<file path="src/rtl/ahb2apb_bridge_if.sv">
// Bus bundle for the AHB-to-APB bridge: AHB slave-side and APB master-side signals.
// The slave modport is the bridge's view; master is the view of the surrounding fabric.
interface ahb2apb_bridge_if #(
  parameter int unsigned ADDR_WIDTH   = 32,
  parameter int unsigned HBURST_WIDTH = 3,
  parameter int unsigned HPROT_WIDTH  = 4,
  parameter int unsigned DATA_WIDTH   = 32
);
  localparam int unsigned STRB_WIDTH = DATA_WIDTH / 8;

  logic [ADDR_WIDTH-1:0]   haddr_i;
  logic [HBURST_WIDTH-1:0] hburst_i;
  logic                    hmastlock_i;
  logic                    hsel_i;
  logic [HPROT_WIDTH-1:0]  hprot_i;
  logic [2:0]              hsize_i;
  logic                    hnonsec_i;
  logic                    hexcl_i;
  logic [3:0]              hmaster_i;
  logic [1:0]              htrans_i;
  logic [DATA_WIDTH-1:0]   hwdata_i;
  logic [STRB_WIDTH-1:0]   hwstrb_i;
  logic                    hwrite_i;
  logic [DATA_WIDTH-1:0]   hrdata_o;
  logic                    hready_o;
  logic                    hreadyout_o;
  logic                    hresp_o;
  logic                    hexokay_o;
  logic [ADDR_WIDTH-1:0]   paddr_o;
  logic                    psel_o;
  logic                    penabe_o;
  logic                    pwrite_o;
  logic [DATA_WIDTH-1:0]   pwdata_o;
  logic [STRB_WIDTH-1:0]   pstrb_o;
  logic [DATA_WIDTH-1:0]   prdata_i;
  logic                    pready_i;

  modport slave (
    input  haddr_i, hburst_i, hmastlock_i, hsel_i, hprot_i, hsize_i, hnonsec_i,
           hexcl_i, hmaster_i, htrans_i, hwdata_i, hwstrb_i, hwrite_i,
           prdata_i, pready_i,
    output hrdata_o, hready_o, hreadyout_o, hresp_o, hexokay_o,
           paddr_o, psel_o, penabe_o, pwrite_o, pwdata_o, pstrb_o
  );

  modport master (
    output haddr_i, hburst_i, hmastlock_i, hsel_i, hprot_i, hsize_i, hnonsec_i,
           hexcl_i, hmaster_i, htrans_i, hwdata_i, hwstrb_i, hwrite_i,
           prdata_i, pready_i,
    input  hrdata_o, hready_o, hreadyout_o, hresp_o, hexokay_o,
           paddr_o, psel_o, penabe_o, pwrite_o, pwdata_o, pstrb_o
  );
endinterface

</file>
<file path="src/rtl/ahb2apb_bridge.sv">
// Single-clock AHB slave to APB master bridge: one transfer in flight, AHB data phase
// stalled until the APB access completes.
module ahb2apb_bridge #(
  parameter int unsigned ADDR_WIDTH   = 32,
  parameter int unsigned HBURST_WIDTH = 3,
  parameter int unsigned HPROT_WIDTH  = 4,
  parameter int unsigned DATA_WIDTH   = 32
) (
  input logic               hclk_i,
  input logic               hresetn_i,
  ahb2apb_bridge_if.slave   bus
);
  localparam int unsigned STRB_WIDTH = DATA_WIDTH / 8;

  localparam logic [1:0] ST_IDLE   = 2'b00;
  localparam logic [1:0] ST_SETUP  = 2'b01;
  localparam logic [1:0] ST_ACCESS = 2'b10;

  logic [1:0]            state_q,     state_d;
  logic                  psel_q,      psel_d;
  logic                  penable_q,   penable_d;
  logic [ADDR_WIDTH-1:0] paddr_q,     paddr_d;
  logic                  pwrite_q,    pwrite_d;
  logic [DATA_WIDTH-1:0] hrdata_q,    hrdata_d;
  logic                  hreadyout_q, hreadyout_d;
  logic                  accept;

  assign accept = bus.hsel_i & bus.htrans_i[1] & hreadyout_q;

  // State and registered outputs
  always_ff @(posedge hclk_i) begin
    if (!hresetn_i) begin
      state_q     <= ST_IDLE;
      psel_q      <= 1'b0;
      penable_q   <= 1'b0;
      paddr_q     <= '0;
      pwrite_q    <= 1'b0;
      hrdata_q    <= '0;
      hreadyout_q <= 1'b1;
    end else begin
      state_q     <= state_d;
      psel_q      <= psel_d;
      penable_q   <= penable_d;
      paddr_q     <= paddr_d;
      pwrite_q    <= pwrite_d;
      hrdata_q    <= hrdata_d;
      hreadyout_q <= hreadyout_d;
    end
  end

  // Next-state and next-output logic
  always_comb begin
    state_d     = state_q;
    psel_d      = psel_q;
    penable_d   = penable_q;
    paddr_d     = paddr_q;
    pwrite_d    = pwrite_q;
    hrdata_d    = hrdata_q;
    hreadyout_d = hreadyout_q;
    case (state_q)
      ST_IDLE: begin
        if (accept) begin
          state_d     = ST_SETUP;
          paddr_d     = bus.haddr_i;
          pwrite_d    = bus.hwrite_i;
          psel_d      = 1'b1;
          penable_d   = 1'b0;
          hreadyout_d = 1'b0;
        end
      end
      ST_SETUP: begin
        state_d   = ST_ACCESS;
        penable_d = 1'b1;
      end
      ST_ACCESS: begin
        if (bus.pready_i) begin
          state_d     = ST_IDLE;
          psel_d      = 1'b0;
          penable_d   = 1'b0;
          hreadyout_d = 1'b1;
          if (!pwrite_q) begin
            hrdata_d = bus.prdata_i;
          end
        end
      end
      default: begin
        state_d     = ST_IDLE;
        psel_d      = 1'b0;
        penable_d   = 1'b0;
        hreadyout_d = 1'b1;
      end
    endcase
  end

  assign bus.hrdata_o    = hrdata_q;
  assign bus.hreadyout_o = hreadyout_q;
  assign bus.hready_o    = hreadyout_q;
  assign bus.hresp_o     = 1'b0;
  assign bus.hexokay_o   = 1'b0;
  assign bus.paddr_o     = paddr_q;
  assign bus.psel_o      = psel_q;
  assign bus.penabe_o    = penable_q;
  assign bus.pwrite_o    = pwrite_q;
  // The AHB master holds write data stable while the data phase is stalled
  assign bus.pwdata_o    = bus.hwdata_i;
  assign bus.pstrb_o     = pwrite_q ? bus.hwstrb_i : STRB_WIDTH'(0);

  logic [HBURST_WIDTH+HPROT_WIDTH-1:0] unused_attr;
  logic                                unused_misc;
  assign unused_attr = {bus.hburst_i, bus.hprot_i};
  assign unused_misc = ^{bus.hmastlock_i, bus.hsize_i, bus.hnonsec_i, bus.hexcl_i,
                         bus.hmaster_i, bus.htrans_i[0]};
endmodule

</file>
<file path="src/flat_wrapper.sv">
// flat-port wrapper written by rule: the top's interface ports become plain ports
module ahb2apb_bridge_flat 
#(
  parameter int unsigned ADDR_WIDTH   = 32,
  parameter int unsigned HBURST_WIDTH = 3,
  parameter int unsigned HPROT_WIDTH  = 4,
  parameter int unsigned DATA_WIDTH   = 32
)
  (hclk_i, hresetn_i, bus_haddr_i, bus_hburst_i, bus_hmastlock_i, bus_hsel_i, bus_hprot_i, bus_hsize_i, bus_hnonsec_i, bus_hexcl_i, bus_hmaster_i, bus_htrans_i, bus_hwdata_i, bus_hwstrb_i, bus_hwrite_i, bus_prdata_i, bus_pready_i, bus_hrdata_o, bus_hready_o, bus_hreadyout_o, bus_hresp_o, bus_hexokay_o, bus_paddr_o, bus_psel_o, bus_penabe_o, bus_pwrite_o, bus_pwdata_o, bus_pstrb_o);
  ahb2apb_bridge_if #(.ADDR_WIDTH(ADDR_WIDTH), .HBURST_WIDTH(HBURST_WIDTH), .HPROT_WIDTH(HPROT_WIDTH), .DATA_WIDTH(DATA_WIDTH)) bus_i ();
  input logic hclk_i;
  input logic hresetn_i;
  input wire logic [$bits(bus_i.haddr_i)-1:0] bus_haddr_i;
  input wire logic [$bits(bus_i.hburst_i)-1:0] bus_hburst_i;
  input wire logic [$bits(bus_i.hmastlock_i)-1:0] bus_hmastlock_i;
  input wire logic [$bits(bus_i.hsel_i)-1:0] bus_hsel_i;
  input wire logic [$bits(bus_i.hprot_i)-1:0] bus_hprot_i;
  input wire logic [$bits(bus_i.hsize_i)-1:0] bus_hsize_i;
  input wire logic [$bits(bus_i.hnonsec_i)-1:0] bus_hnonsec_i;
  input wire logic [$bits(bus_i.hexcl_i)-1:0] bus_hexcl_i;
  input wire logic [$bits(bus_i.hmaster_i)-1:0] bus_hmaster_i;
  input wire logic [$bits(bus_i.htrans_i)-1:0] bus_htrans_i;
  input wire logic [$bits(bus_i.hwdata_i)-1:0] bus_hwdata_i;
  input wire logic [$bits(bus_i.hwstrb_i)-1:0] bus_hwstrb_i;
  input wire logic [$bits(bus_i.hwrite_i)-1:0] bus_hwrite_i;
  input wire logic [$bits(bus_i.prdata_i)-1:0] bus_prdata_i;
  input wire logic [$bits(bus_i.pready_i)-1:0] bus_pready_i;
  output wire logic [$bits(bus_i.hrdata_o)-1:0] bus_hrdata_o;
  output wire logic [$bits(bus_i.hready_o)-1:0] bus_hready_o;
  output wire logic [$bits(bus_i.hreadyout_o)-1:0] bus_hreadyout_o;
  output wire logic [$bits(bus_i.hresp_o)-1:0] bus_hresp_o;
  output wire logic [$bits(bus_i.hexokay_o)-1:0] bus_hexokay_o;
  output wire logic [$bits(bus_i.paddr_o)-1:0] bus_paddr_o;
  output wire logic [$bits(bus_i.psel_o)-1:0] bus_psel_o;
  output wire logic [$bits(bus_i.penabe_o)-1:0] bus_penabe_o;
  output wire logic [$bits(bus_i.pwrite_o)-1:0] bus_pwrite_o;
  output wire logic [$bits(bus_i.pwdata_o)-1:0] bus_pwdata_o;
  output wire logic [$bits(bus_i.pstrb_o)-1:0] bus_pstrb_o;
  assign bus_i.haddr_i = bus_haddr_i;
  assign bus_i.hburst_i = bus_hburst_i;
  assign bus_i.hmastlock_i = bus_hmastlock_i;
  assign bus_i.hsel_i = bus_hsel_i;
  assign bus_i.hprot_i = bus_hprot_i;
  assign bus_i.hsize_i = bus_hsize_i;
  assign bus_i.hnonsec_i = bus_hnonsec_i;
  assign bus_i.hexcl_i = bus_hexcl_i;
  assign bus_i.hmaster_i = bus_hmaster_i;
  assign bus_i.htrans_i = bus_htrans_i;
  assign bus_i.hwdata_i = bus_hwdata_i;
  assign bus_i.hwstrb_i = bus_hwstrb_i;
  assign bus_i.hwrite_i = bus_hwrite_i;
  assign bus_i.prdata_i = bus_prdata_i;
  assign bus_i.pready_i = bus_pready_i;
  assign bus_hrdata_o = bus_i.hrdata_o;
  assign bus_hready_o = bus_i.hready_o;
  assign bus_hreadyout_o = bus_i.hreadyout_o;
  assign bus_hresp_o = bus_i.hresp_o;
  assign bus_hexokay_o = bus_i.hexokay_o;
  assign bus_paddr_o = bus_i.paddr_o;
  assign bus_psel_o = bus_i.psel_o;
  assign bus_penabe_o = bus_i.penabe_o;
  assign bus_pwrite_o = bus_i.pwrite_o;
  assign bus_pwdata_o = bus_i.pwdata_o;
  assign bus_pstrb_o = bus_i.pstrb_o;
  ahb2apb_bridge #(.ADDR_WIDTH(ADDR_WIDTH), .HBURST_WIDTH(HBURST_WIDTH), .HPROT_WIDTH(HPROT_WIDTH), .DATA_WIDTH(DATA_WIDTH)) u_core (.hclk_i(hclk_i), .hresetn_i(hresetn_i), .bus(bus_i));
endmodule
</file>
<file path="config.mk">
export PLATFORM = sky130hd
export DESIGN_NAME = ahb2apb_bridge_flat
export DESIGN_NICKNAME = d
export VERILOG_FILES = /design/src/rtl/ahb2apb_bridge_if.sv /design/src/rtl/ahb2apb_bridge.sv /design/src/flat_wrapper.sv
export SDC_FILE = /design/constraint.sdc
export NUM_CORES = 1
export LEC_CHECK = 0
export ABC_AREA = 0
export BUFFER_PORTS_ARGS = -buffer_cell sky130_fd_sc_hd__buf_2
export CORE_MARGIN = 2
export CORE_UTILIZATION = 37
export DETAILED_ROUTE_END_ITERATION = 12
export GPL_ROUTABILITY_DRIVEN = 1
export PLACE_DENSITY = 0.78
export SYNTH_ARGS = -nofsm -noshare
export SYNTH_HDL_FRONTEND = slang
export SYNTH_SLANG_ARGS = --single-unit
export TNS_END_PERCENT = 10
</file>
<file path="constraint.sdc">
create_clock -name hclk_i -period 1.1 [get_ports hclk_i]
set_input_delay 0.055 -clock hclk_i [delete_from_list [all_inputs] [get_ports hclk_i]]
set_output_delay 0.055 -clock hclk_i [all_outputs]
set_load 0.01 [all_outputs]
</file>
# --- Word level (Yosys, flattened, before mapping) ---
# Index checks and enable logic that the tools add are counted.
totals:
  regBits: 70
  inputBits: 124
  out_inout_bits: 107
  word_cells: 31
op_classes:
  eq_ne: 4
  mux: 11
  n_bitwise: 4
  reduce_logical: 5
ops:
  columns: ["op", "count"]
  rows:
  - ["1-bit case mux with 3 select lines", 3]
  - ["2-bit case mux with 3 select lines", 1]
  - ["3-bit AND reduction", 2]
  - ["1-bit 2-to-1 mux", 4]
  - ["2-bit 2-to-1 mux", 2]
  - ["4-bit 2-to-1 mux", 1]
  - ["2-bit AND reduction", 2]
  - ["1-bit bitwise AND", 2]
  - ["2-bit by 1-bit equality test with 1-bit output (second input constant)", 1]
  - ["2-bit equality test (second input constant)", 1]
  - ["2-bit logical NOT", 1]
  - ["2-bit by 1-bit != test with 1-bit output (second input constant)", 1]
  - ["2-bit != test (second input constant)", 1]
  - ["1-bit NOT", 2]

# --- Logic depth before layout (Yosys ltp) ---
# Gate-level depths: netlist (run 1).
logic_depth:
  ltp_word: 4
  ltp_mapped: 5
  mapped_depth_nobuf: 3

# --- Least setup slack after synthesis (run 1) ---
# No wires, ideal clock.
synth_timing:
  path_type: "reg-to-reg"
  from: "register u_core.hreadyout_q (netlist: u_core.bus.hready_o)"
  to: "register u_core.paddr_q[2] (netlist: u_core.bus.paddr_o[2])"
  setup_ps: 72
  arrival_time_ps: 1238
  t_required_ps: 1028
  path_slack_ps: -210
  path_stages_with_launch: 6
  n_path_buf: 2
  synth_period_minus_slack_ps: 1310
  path_cell_list: "dfxtp_1 inv_1 nor4_2 buf_6 buf_6 mux2i_1"
synth_via:
  elab_chain_cells: 2
synth_lines:
  columns: ["element", "line_no", "text"]
  rows:
  - ["from (decl)", "ahb2apb_bridge.sv:25", "logic hreadyout_q, hreadyout_d;"]
  - ["from (signal assigned)", "ahb2apb_bridge.sv:47", "hreadyout_q <= hreadyout_d;"]
  - ["1-bit bitwise AND", "ahb2apb_bridge.sv:28", "assign accept = bus.hsel_i & bus.htrans_i[1] & hreadyout_q;"]
  - ["2-bit AND reduction (no source line)", null, null]
  - ["to (signal assigned)", "ahb2apb_bridge.sv:44", "paddr_q <= paddr_d;"]
  - ["to (decl)", "ahb2apb_bridge.sv:22", "logic [ADDR_WIDTH-1:0] paddr_q, paddr_d;"]
# No other way between the ends.
# A chain may end at the register's enable or synchronous reset.

# --- Worst setup path after layout (run 1) ---
layout_timing:
  from: "register u_core.hreadyout_q (netlist: u_core.bus.hready_o)"
  to: "register u_core.paddr_q[20] (netlist: u_core.bus.paddr_o[20])"
# The elaborated chain is that of the path after synthesis.

==> results of run 1 <==
==> worst max-delay path, delay by kind of cell, from the launching register on <==
kind	cells	cell delay (ps)
and+or+nand+nor	1	290
DFF	1	340
buffers and inverters	3	400
muxes	1	190
==> cell families (layout without fill, tap and decap cells) <==
kind of cell	count (synthesis)	in the layout	share of synthesized area
mux	34	34	0.108
flops	69	69	0.440
simple gates	142	142	0.187
compound gates	35	35	0.119
other cells	1	2	0.00119
buf+inv	59	244	0.145
==> power by group through the flow <==
stage	Sequential [mW]	Clock (mW)	Combinational (mW)
after floorplan	2.74	0	0.444
after global placement	2.69	0	0.629
after detailed placement	2.69	0	0.645
after CTS	2.64	2.01	0.822
after global routing	2.65	2.13	0.963
final	2.64	1.93	0.887
==> final timing paths <==
path                            cells past startpoint                      to  slack (ps)
worst max-delay path                                5  u_core.bus.paddr_o[20]        -190
worst min-delay path                                4       u_core.state_q[1]          90
worst max register to register                      5  u_core.bus.paddr_o[20]        -190
worst min register to register                      2   u_core.bus.paddr_o[2]         450
==> cell usage in the layout (no fill, tap or decap), drive strengths merged, types with 2 or more instances in the layout <==
master,instances
clkinv,3
and2,6
nand2,131
dfxtp,69
clkbuf,12
a21boi,32
mux2i,34
buf,161
conb,2
dlygate4sd3,65
==> flip-flops by register name, summed over array words and instances, names as in the netlist <==
| register | count |
|---|---|
| u_core.bus.hrdata_o | 32 |
| u_core.bus.paddr_o | 32 |
| u_core.state_q | 2 |
| u_core.bus.hready_o | 1 |
| u_core.bus.psel_o | 1 |
| u_core.bus.pwrite_o | 1 |
==> per-stage QoR <==
| step | setup TNS [ps] | worst slack (ps) | total power, mW | instance area [um^2] | hold slack, ps |
|---|---|---|---|---|---|
| floorplan | -3620 | -78.8 | 3.18 | 3160 | 182 |
| global placement | -5320 | -102 | 3.32 | 3730 | 110 |
| detailed placement | -7300 | -170 | 3.34 | 3730 | 110 |
| CTS | -7240 | -185 | 5.47 | 4570 | 75.2 |
| global route | -12800 | -273 | 5.74 | 4660 | 92.8 |
| finish | -7770 | -192 | 5.46 | 4660 | 92.6 |
==> area by class of cell <==
| cell class | instances | area [um^2] |
|---|---|---|
| clock buffers | 10 | 128 |
| clock inverters | 5 | 52.6 |
| fillers | 704 | 3560 |
| inverters | 1 | 3.75 |
| multi-input cells | 213 | 1330 |
| flip-flops and latches | 69 | 1390 |
| well taps | 105 | 131 |
| repair buffers | 228 | 1630 |
==> per-layer routing <==
metal  wire length [um]  track usage
met5                  0            0
met3                581       0.0415
met4                276        0.105
met2               4340        0.307
met1               3120        0.173
==> repair_timing <==
item	in CTS	in global routing
gates cloned	0	3
gates resized for setup	4	5
endpoints found under the setup margin	73	72
hold endpoints to repair	65	0
setup buffers	0	4
pin swaps	1	1
hold buffers	65	0
==> impl_metrics.prom, run 1 <==
# TYPE chip_impl_metric gauge
chip_impl_info{name="run_status",value="finished with violations"} 1
chip_impl_info{name="violations",value="setup timing"} 1
chip_impl_metric{name="cts.htree.levels",unit=""} 3
chip_impl_metric{name="ys_types",unit=""} 23
chip_impl_metric{name="dp.final_hpwl",unit="mm"} 4.91
chip_impl_metric{name="vias",unit=""} 2874
chip_impl_info{name="criticalPathCategory",value="flip-flop to flip-flop"} 1
chip_impl_metric{name="timing.critical_path.required",unit="ps"} 1360
chip_impl_info{name="grt_setup_unrepaired",value="yes"} 1
chip_impl_info{name="post_synth_main_area_contributors",value="sky130_fd_sc_hd__dfxtp_1 44%, sky130_fd_sc_hd__nand2_1 15%, sky130_fd_sc_hd__mux2i_1 11%"} 1
chip_impl_metric{name="total_of_flip_flops_plus_latches_after_synthesis",unit=""} 69
chip_impl_metric{name="drt-wirelength-per-cell",unit="um"} 13.2
chip_impl_info{name="crit_chain",value="inv_2, nor4_4, buf_4, clkbuf_16, mux2i_1"} 1
chip_impl_metric{name="yosysTopAreaCellShare",unit=""} 0.440
chip_impl_metric{name="antenna_cells",unit=""} 0
chip_impl_metric{name="pwr-share-comb",unit=""} 0.163
chip_impl_metric{name="post_layout_nonfiller_instances",unit=""} 631
chip_impl_metric{name="net-switching-power",unit="mW"} 1.32
chip_impl_metric{name="ys_seq_area_frac",unit=""} 0.440
chip_impl_metric{name="placed_cells_incl_taps",unit=""} 544
chip_impl_metric{name="core_box_area",unit="um^2"} 8220
chip_impl_metric{name="cts.reportedPaths.clkPinSlew",unit="ps"} 70
chip_impl_metric{name="p_seq_frac",unit=""} 0.484
chip_impl_metric{name="cts.sinks",unit=""} 69
chip_impl_metric{name="num_rows",unit=""} 33
chip_impl_metric{name="routed_wl",unit="mm"} 8.32
chip_impl_metric{name="die_ar",unit="um^2"} 9240
chip_impl_metric{name="first_global_vias",unit=""} 2751
chip_impl_info{name="synth.largest_area_cell",value="sky130_fd_sc_hd__dfxtp_1"} 1
chip_impl_metric{name="synth_warnings",unit=""} 0
chip_impl_metric{name="areaGrowthSynthToFinish",unit="%"} 48.5
chip_impl_metric{name="final-max-slew-violation-count",unit=""} 0
chip_impl_metric{name="pin_count_of_the_biggest_net_entering_global_routing",unit=""} 35
chip_impl_metric{name="fin_ws",unit="ps"} -192
chip_impl_info{name="worstSetupEndpointType",value="flip-flop"} 1
chip_impl_metric{name="power.density_cell_area",unit="nW/um^2"} 1170
chip_impl_info{name="synth.top_cells.by_count",value="126 x sky130_fd_sc_hd__nand2_1, 69 x sky130_fd_sc_hd__dfxtp_1, 37 x sky130_fd_sc_hd__buf_4, 34 x sky130_fd_sc_hd__mux2i_1, 30 x sky130_fd_sc_hd__a21boi_2"} 1
chip_impl_metric{name="synth_area",unit="um^2"} 3140
chip_impl_info{name="timing.critical_path.slowest_stage_cell",value="sky130_fd_sc_hd__dfxtp_2"} 1
chip_impl_metric{name="design.portCount",unit=""} 231
chip_impl_metric{name="remaining_global_route_overflow",unit=""} 0
chip_impl_metric{name="initial_utilization",unit=""} 0.382
chip_impl_metric{name="clk_latency",unit="ps"} 330
chip_impl_metric{name="finalCriticalPeriod",unit="ps"} 1290
chip_impl_metric{name="drc",unit=""} 0
chip_impl_info{name="critical_path.reg2reg.startpoint",value="u_core.bus.hready_o"} 1
chip_impl_info{name="worst_min_path_class",value="primary input to flip-flop"} 1
chip_impl_metric{name="fraction_of_registers_with_async_set_reset",unit=""} 0
chip_impl_metric{name="grt_pass1_wl",unit="mm"} 12.0
chip_impl_info{name="worst_setup_path_start_kind",value="flip-flop"} 1
chip_impl_metric{name="cts_buffers",unit=""} 9
chip_impl_metric{name="final_core_utilization",unit=""} 0.567
chip_impl_info{name="synth.most_common_cell",value="sky130_fd_sc_hd__nand2_1"} 1
chip_impl_metric{name="report.final.setup_viol",unit=""} 72
chip_impl_metric{name="cellInternalPower",unit="mW"} 4.13
chip_impl_metric{name="placer_congestion",unit=""} 0.721
chip_impl_metric{name="detailedRoute.firstIterationViolations",unit=""} 51
chip_impl_metric{name="worst-path-max-fanout",unit=""} 7
chip_impl_info{name="cp-startpoint",value="u_core.bus.hready_o"} 1
chip_impl_metric{name="worstPathArrival",unit="ps"} 1550
chip_impl_metric{name="maxCapViolations",unit=""} 0
chip_impl_metric{name="fmax",unit="MHz"} 774
chip_impl_info{name="cts_tree",value="done"} 1
chip_impl_metric{name="final_layout_size_suffix_gt1_frac",unit=""} 0.416
chip_impl_info{name="yosys_most_used_dff",value="sky130_fd_sc_hd__dfxtp_1"} 1
chip_impl_metric{name="cpPeakStageDelay",unit="ps"} 340
chip_impl_metric{name="grt_util_all_layers",unit=""} 0.169
chip_impl_metric{name="fin_skew",unit="ps"} 8.91
chip_impl_metric{name="length_of_the_first_detailed_routing_pass_in_iterations",unit=""} 4
chip_impl_metric{name="synth_edf_count",unit=""} 0
chip_impl_metric{name="floorplan.die.width",unit="um"} 96.1
chip_impl_info{name="clock-root-buffer",value="sky130_fd_sc_hd__clkbuf_8"} 1
chip_impl_metric{name="clock_power_share",unit=""} 0.353
chip_impl_metric{name="grt_antenna_before_repair",unit=""} 0
chip_impl_metric{name="p_leak",unit="nW"} 2.11
chip_impl_metric{name="avgSynthCellArea",unit="um^2"} 9.23
chip_impl_metric{name="layout.nets",unit=""} 646
chip_impl_info{name="timing.hold.worst.start",value="bus_pready_i"} 1
chip_impl_metric{name="dieHeight",unit="um"} 96.1
chip_impl_metric{name="syn_inst",unit=""} 340
chip_impl_metric{name="p_sw_frac",unit=""} 0.242
chip_impl_metric{name="ant_nets",unit=""} 0
chip_impl_metric{name="final.period_utilization",unit=""} 1.17
chip_impl_metric{name="port_buffers",unit=""} 146
chip_impl_metric{name="peakVddDrop",unit="mV"} 0.720
chip_impl_metric{name="route.detailed.vias_per_inst",unit=""} 4.55
chip_impl_metric{name="cts.path.max_buffers",unit=""} 2
chip_impl_metric{name="finalHoldViolCount",unit=""} 0
Note: power is estimated with default switching activity, not from simulation.
==> run 2, diff against run 1 <==
ABC_AREA = 1   (was 0)
==> impl_metrics.prom, run 2 <==
# TYPE chip_impl_metric gauge
chip_impl_metric{name="drt-wirelength-per-cell",unit="um"} 12.3
chip_impl_metric{name="remaining_global_route_overflow",unit=""} 0
chip_impl_metric{name="peakVddDrop",unit="mV"} 0.681
chip_impl_metric{name="grt_antenna_before_repair",unit=""} 0
chip_impl_metric{name="first_global_vias",unit=""} 2784
chip_impl_metric{name="holdWs",unit="ps"} 31.2
chip_impl_metric{name="setup_tns",unit="ps"} -0.385
chip_impl_metric{name="cts.path.max_buffers",unit=""} 2
chip_impl_metric{name="dieHeight",unit="um"} 97.4
chip_impl_metric{name="cpPeakStageDelay",unit="ps"} 370
chip_impl_metric{name="placed_cells_incl_taps",unit=""} 659
chip_impl_metric{name="clk_latency",unit="ps"} 340
chip_impl_metric{name="fin_ws",unit="ps"} -0.385
chip_impl_metric{name="route.detailed.vias_per_inst",unit=""} 4.54
chip_impl_metric{name="p_leak",unit="nW"} 2.31
chip_impl_metric{name="route.met3.wl",unit="um"} 525
chip_impl_metric{name="length_of_the_first_detailed_routing_pass_in_iterations",unit=""} 6
chip_impl_metric{name="routed_wl",unit="mm"} 8.42
chip_impl_info{name="post_synth_main_area_contributors",value="sky130_fd_sc_hd__dfxtp_1 43%, sky130_fd_sc_hd__nor2_1 15%, sky130_fd_sc_hd__nand2_1 8.6%"} 1
chip_impl_metric{name="met2RoutedLength",unit="mm"} 4.15
chip_impl_metric{name="antenna_cells",unit=""} 0
chip_impl_metric{name="ys_seq_area_frac",unit=""} 0.428
chip_impl_metric{name="fin_skew",unit="ps"} 11.6
chip_impl_info{name="timing.critical_path.slowest_stage_cell",value="sky130_fd_sc_hd__dfxtp_4"} 1
chip_impl_info{name="criticalPathCategory",value="flip-flop to flip-flop"} 1
chip_impl_metric{name="post_layout_nonfiller_instances",unit=""} 683
chip_impl_metric{name="detailedRoute.firstIterationViolations",unit=""} 116
chip_impl_metric{name="routedLengthMet1",unit="mm"} 3.63
chip_impl_info{name="cts_tree",value="done"} 1
chip_impl_info{name="run_status",value="finished with violations"} 1
chip_impl_metric{name="port_buffers",unit=""} 146
chip_impl_metric{name="yosysTopAreaCellShare",unit=""} 0.428
chip_impl_metric{name="avgSynthCellArea",unit="um^2"} 7.13
chip_impl_metric{name="fmax",unit="MHz"} 909
chip_impl_info{name="synth.largest_area_cell",value="sky130_fd_sc_hd__dfxtp_1"} 1
chip_impl_info{name="crit_chain",value="inv_1, nand2_2, nor2_4, buf_4, buf_4, nand2_1, nand2_1"} 1
chip_impl_metric{name="grt_util_all_layers",unit=""} 0.158
chip_impl_metric{name="initial_utilization",unit=""} 0.376
chip_impl_info{name="worst_min_path_class",value="primary input to flip-flop"} 1
chip_impl_info{name="yosys_most_used_dff",value="sky130_fd_sc_hd__dfxtp_1"} 1
chip_impl_metric{name="final.period_utilization",unit=""} 1.00
chip_impl_metric{name="ant_nets",unit=""} 0
chip_impl_metric{name="num_rows",unit=""} 34
chip_impl_metric{name="vias",unit=""} 3098
chip_impl_metric{name="power.density_cell_area",unit="nW/um^2"} 1410
chip_impl_metric{name="floorplan.die.width",unit="um"} 97.4
chip_impl_metric{name="cts.sinks",unit=""} 69
chip_impl_metric{name="layout.nets",unit=""} 694
chip_impl_info{name="mostFrequentLayoutCells",value="144 x sky130_fd_sc_hd__buf_2, 130 x sky130_fd_sc_hd__nor2_1, 71 x sky130_fd_sc_hd__nand2_1"} 1
chip_impl_info{name="worst_setup_path_start_kind",value="flip-flop"} 1
chip_impl_info{name="layout.cells.most_common",value="sky130_fd_sc_hd__buf_2"} 1
chip_impl_info{name="synth.most_common_cell",value="sky130_fd_sc_hd__nor2_1"} 1
chip_impl_metric{name="pin_count_of_the_biggest_net_entering_global_routing",unit=""} 39
chip_impl_metric{name="finalCriticalPeriod",unit="ps"} 1100
chip_impl_metric{name="cts_hold_repair.buffers",unit=""} 0
chip_impl_info{name="clock-root-buffer",value="sky130_fd_sc_hd__clkbuf_8"} 1
chip_impl_metric{name="cts.htree.levels",unit=""} 3
chip_impl_info{name="dr_top_layer",value="met4"} 1
chip_impl_metric{name="placer_congestion",unit=""} 0.754
chip_impl_metric{name="timing.critical_path.required",unit="ps"} 1370
chip_impl_metric{name="maxCapViolations",unit=""} 0
chip_impl_metric{name="final-max-slew-violation-count",unit=""} 0
chip_impl_metric{name="total_of_flip_flops_plus_latches_after_synthesis",unit=""} 69
chip_impl_metric{name="dpl_worst_slack",unit="ps"} -14.1
chip_impl_info{name="worstSetupEndpointType",value="flip-flop"} 1
chip_impl_info{name="grt_setup_unrepaired",value="yes"} 1
chip_impl_metric{name="drc",unit=""} 0
chip_impl_metric{name="cts.reportedPaths.clkPinSlew",unit="ps"} 80
chip_impl_metric{name="fillerInstances",unit=""} 829
chip_impl_metric{name="syn_inst",unit=""} 453
chip_impl_metric{name="worstPathArrival",unit="ps"} 1380
chip_impl_info{name="violations",value="setup timing"} 1
chip_impl_metric{name="cts_buffers",unit=""} 9
chip_impl_metric{name="synth_edf_count",unit=""} 0
chip_impl_metric{name="design.portCount",unit=""} 231
chip_impl_metric{name="ys_types",unit=""} 18
chip_impl_metric{name="core_box_area",unit="um^2"} 8590
chip_impl_metric{name="finalHoldViolCount",unit=""} 0
chip_impl_metric{name="areaGrowthSynthToFinish",unit="%"} 32.2
chip_impl_metric{name="synth_area",unit="um^2"} 3230
chip_impl_metric{name="fraction_of_registers_with_async_set_reset",unit=""} 0
chip_impl_metric{name="grt_pass1_wl",unit="mm"} 12.5
chip_impl_metric{name="worst-path-max-fanout",unit=""} 5
chip_impl_metric{name="final_layout_size_suffix_gt1_frac",unit=""} 0.351
chip_impl_metric{name="report.final.setup_viol",unit=""} 1
chip_impl_metric{name="die_ar",unit="um^2"} 9490
chip_impl_metric{name="synth_warnings",unit=""} 0
chip_impl_info{name="synth.top_cells.by_count",value="132 x sky130_fd_sc_hd__nor2_1, 74 x sky130_fd_sc_hd__nand2_1, 69 x sky130_fd_sc_hd__dfxtp_1, 42 x sky130_fd_sc_hd__inv_1, 35 x sky130_fd_sc_hd__buf_4"} 1
chip_impl_metric{name="dp.final_hpwl",unit="mm"} 5.28
chip_impl_metric{name="final_design_area_no_fill",unit="um^2"} 4270
chip_impl_metric{name="place_area",unit="um^2"} 3840
## run 2: changes by cell type after synthesis, moves of 3 or more
cell	change
sky130_fd_sc_hd__nor2_1	+131
sky130_fd_sc_hd__nand2_1	-52
sky130_fd_sc_hd__inv_1	+41
sky130_fd_sc_hd__mux2i_1	-34
sky130_fd_sc_hd__nand3_1	+34
sky130_fd_sc_hd__nand3b_1	+32
sky130_fd_sc_hd__a21boi_2	-30
sky130_fd_sc_hd__buf_2	+8
sky130_fd_sc_hd__clkbuf_1	-8
sky130_fd_sc_hd__and2_1	-6
sky130_fd_sc_hd__buf_1	+5
sky130_fd_sc_hd__nand2_2	-3
## run 2: worst paths after layout
path	startpoint	end	slack, ps	cells past startpoint
worst max-delay path	u_core.state_q[1]	u_core.bus.psel_o	-0.4	7
worst min-delay path	bus_prdata_i[29]	u_core.bus.hrdata_o[29]	30	4
worst max register to register	u_core.state_q[1]	u_core.bus.psel_o	-0.4	7
worst min register to register	u_core.bus.hrdata_o[6]	u_core.bus.hrdata_o[6]	460	2
## run 2: cells by family after synthesis
family	synth area share
buf+inv	0.186
other cells	0.00116
flops	0.428
simple gates	0.383
compound gates	0.00310
## run 2: final cells by class
cell class / count / area, um^2 / share of cell area
Tap cell: 108 / 135 / 0.0316
Clock buffer: 12 / 165 / 0.0387
Timing Repair Buffer: 165 / 1080 / 0.252
Sequential cell: 69 / 1400 / 0.327
Multi-Input combinational cell: 282 / 1280 / 0.300
Clock inverter: 4 / 52.6 / 0.0123
Inverter: 43 / 164 / 0.0384
## run 2: repair_timing
| item | in CTS | in global routing |
|---|---|---|
| setup endpoints to repair | 16 | 70 |
| setup buffers | 2 | 1 |
| pin swaps | 1 | 3 |
| cloned | 1 | 5 |
| resized for setup | 8 | 15 |
## run 2: power by group
part | switching [mW] | internal [mW] | leakage, nW
Clock | 0.956 | 1.25 | 0.113
Sequential | 0.0852 | 2.64 | 0.565
Combinational | 0.569 | 0.503 | 1.63
Total | 1.61 | 4.39 | 2.31
## run 2: critical path, delay by kind of cell (launching register included)
family	cells	cell delay (ps)
and+or+nand+nor	4	380
DFF	1	370
buffers and inverters	3	300
## run 2: per-stage QoR
stage	power (mW)	utilization
2_1_floorplan	3.48	-
3_3_place_gp	3.72	0.446
3_5_place_dp	3.75	0.446
4_1_cts	6.04	0.480
5_1_grt	6.36	0.497
6_report	6.00	0.497
## run 2: layer usage
layer	track usage	vias to the layer above
li1	-	1566
met1	0.179	1403
met2	0.282	112
met3	0.0460	17
met4	0.0556	0
met5	0	-
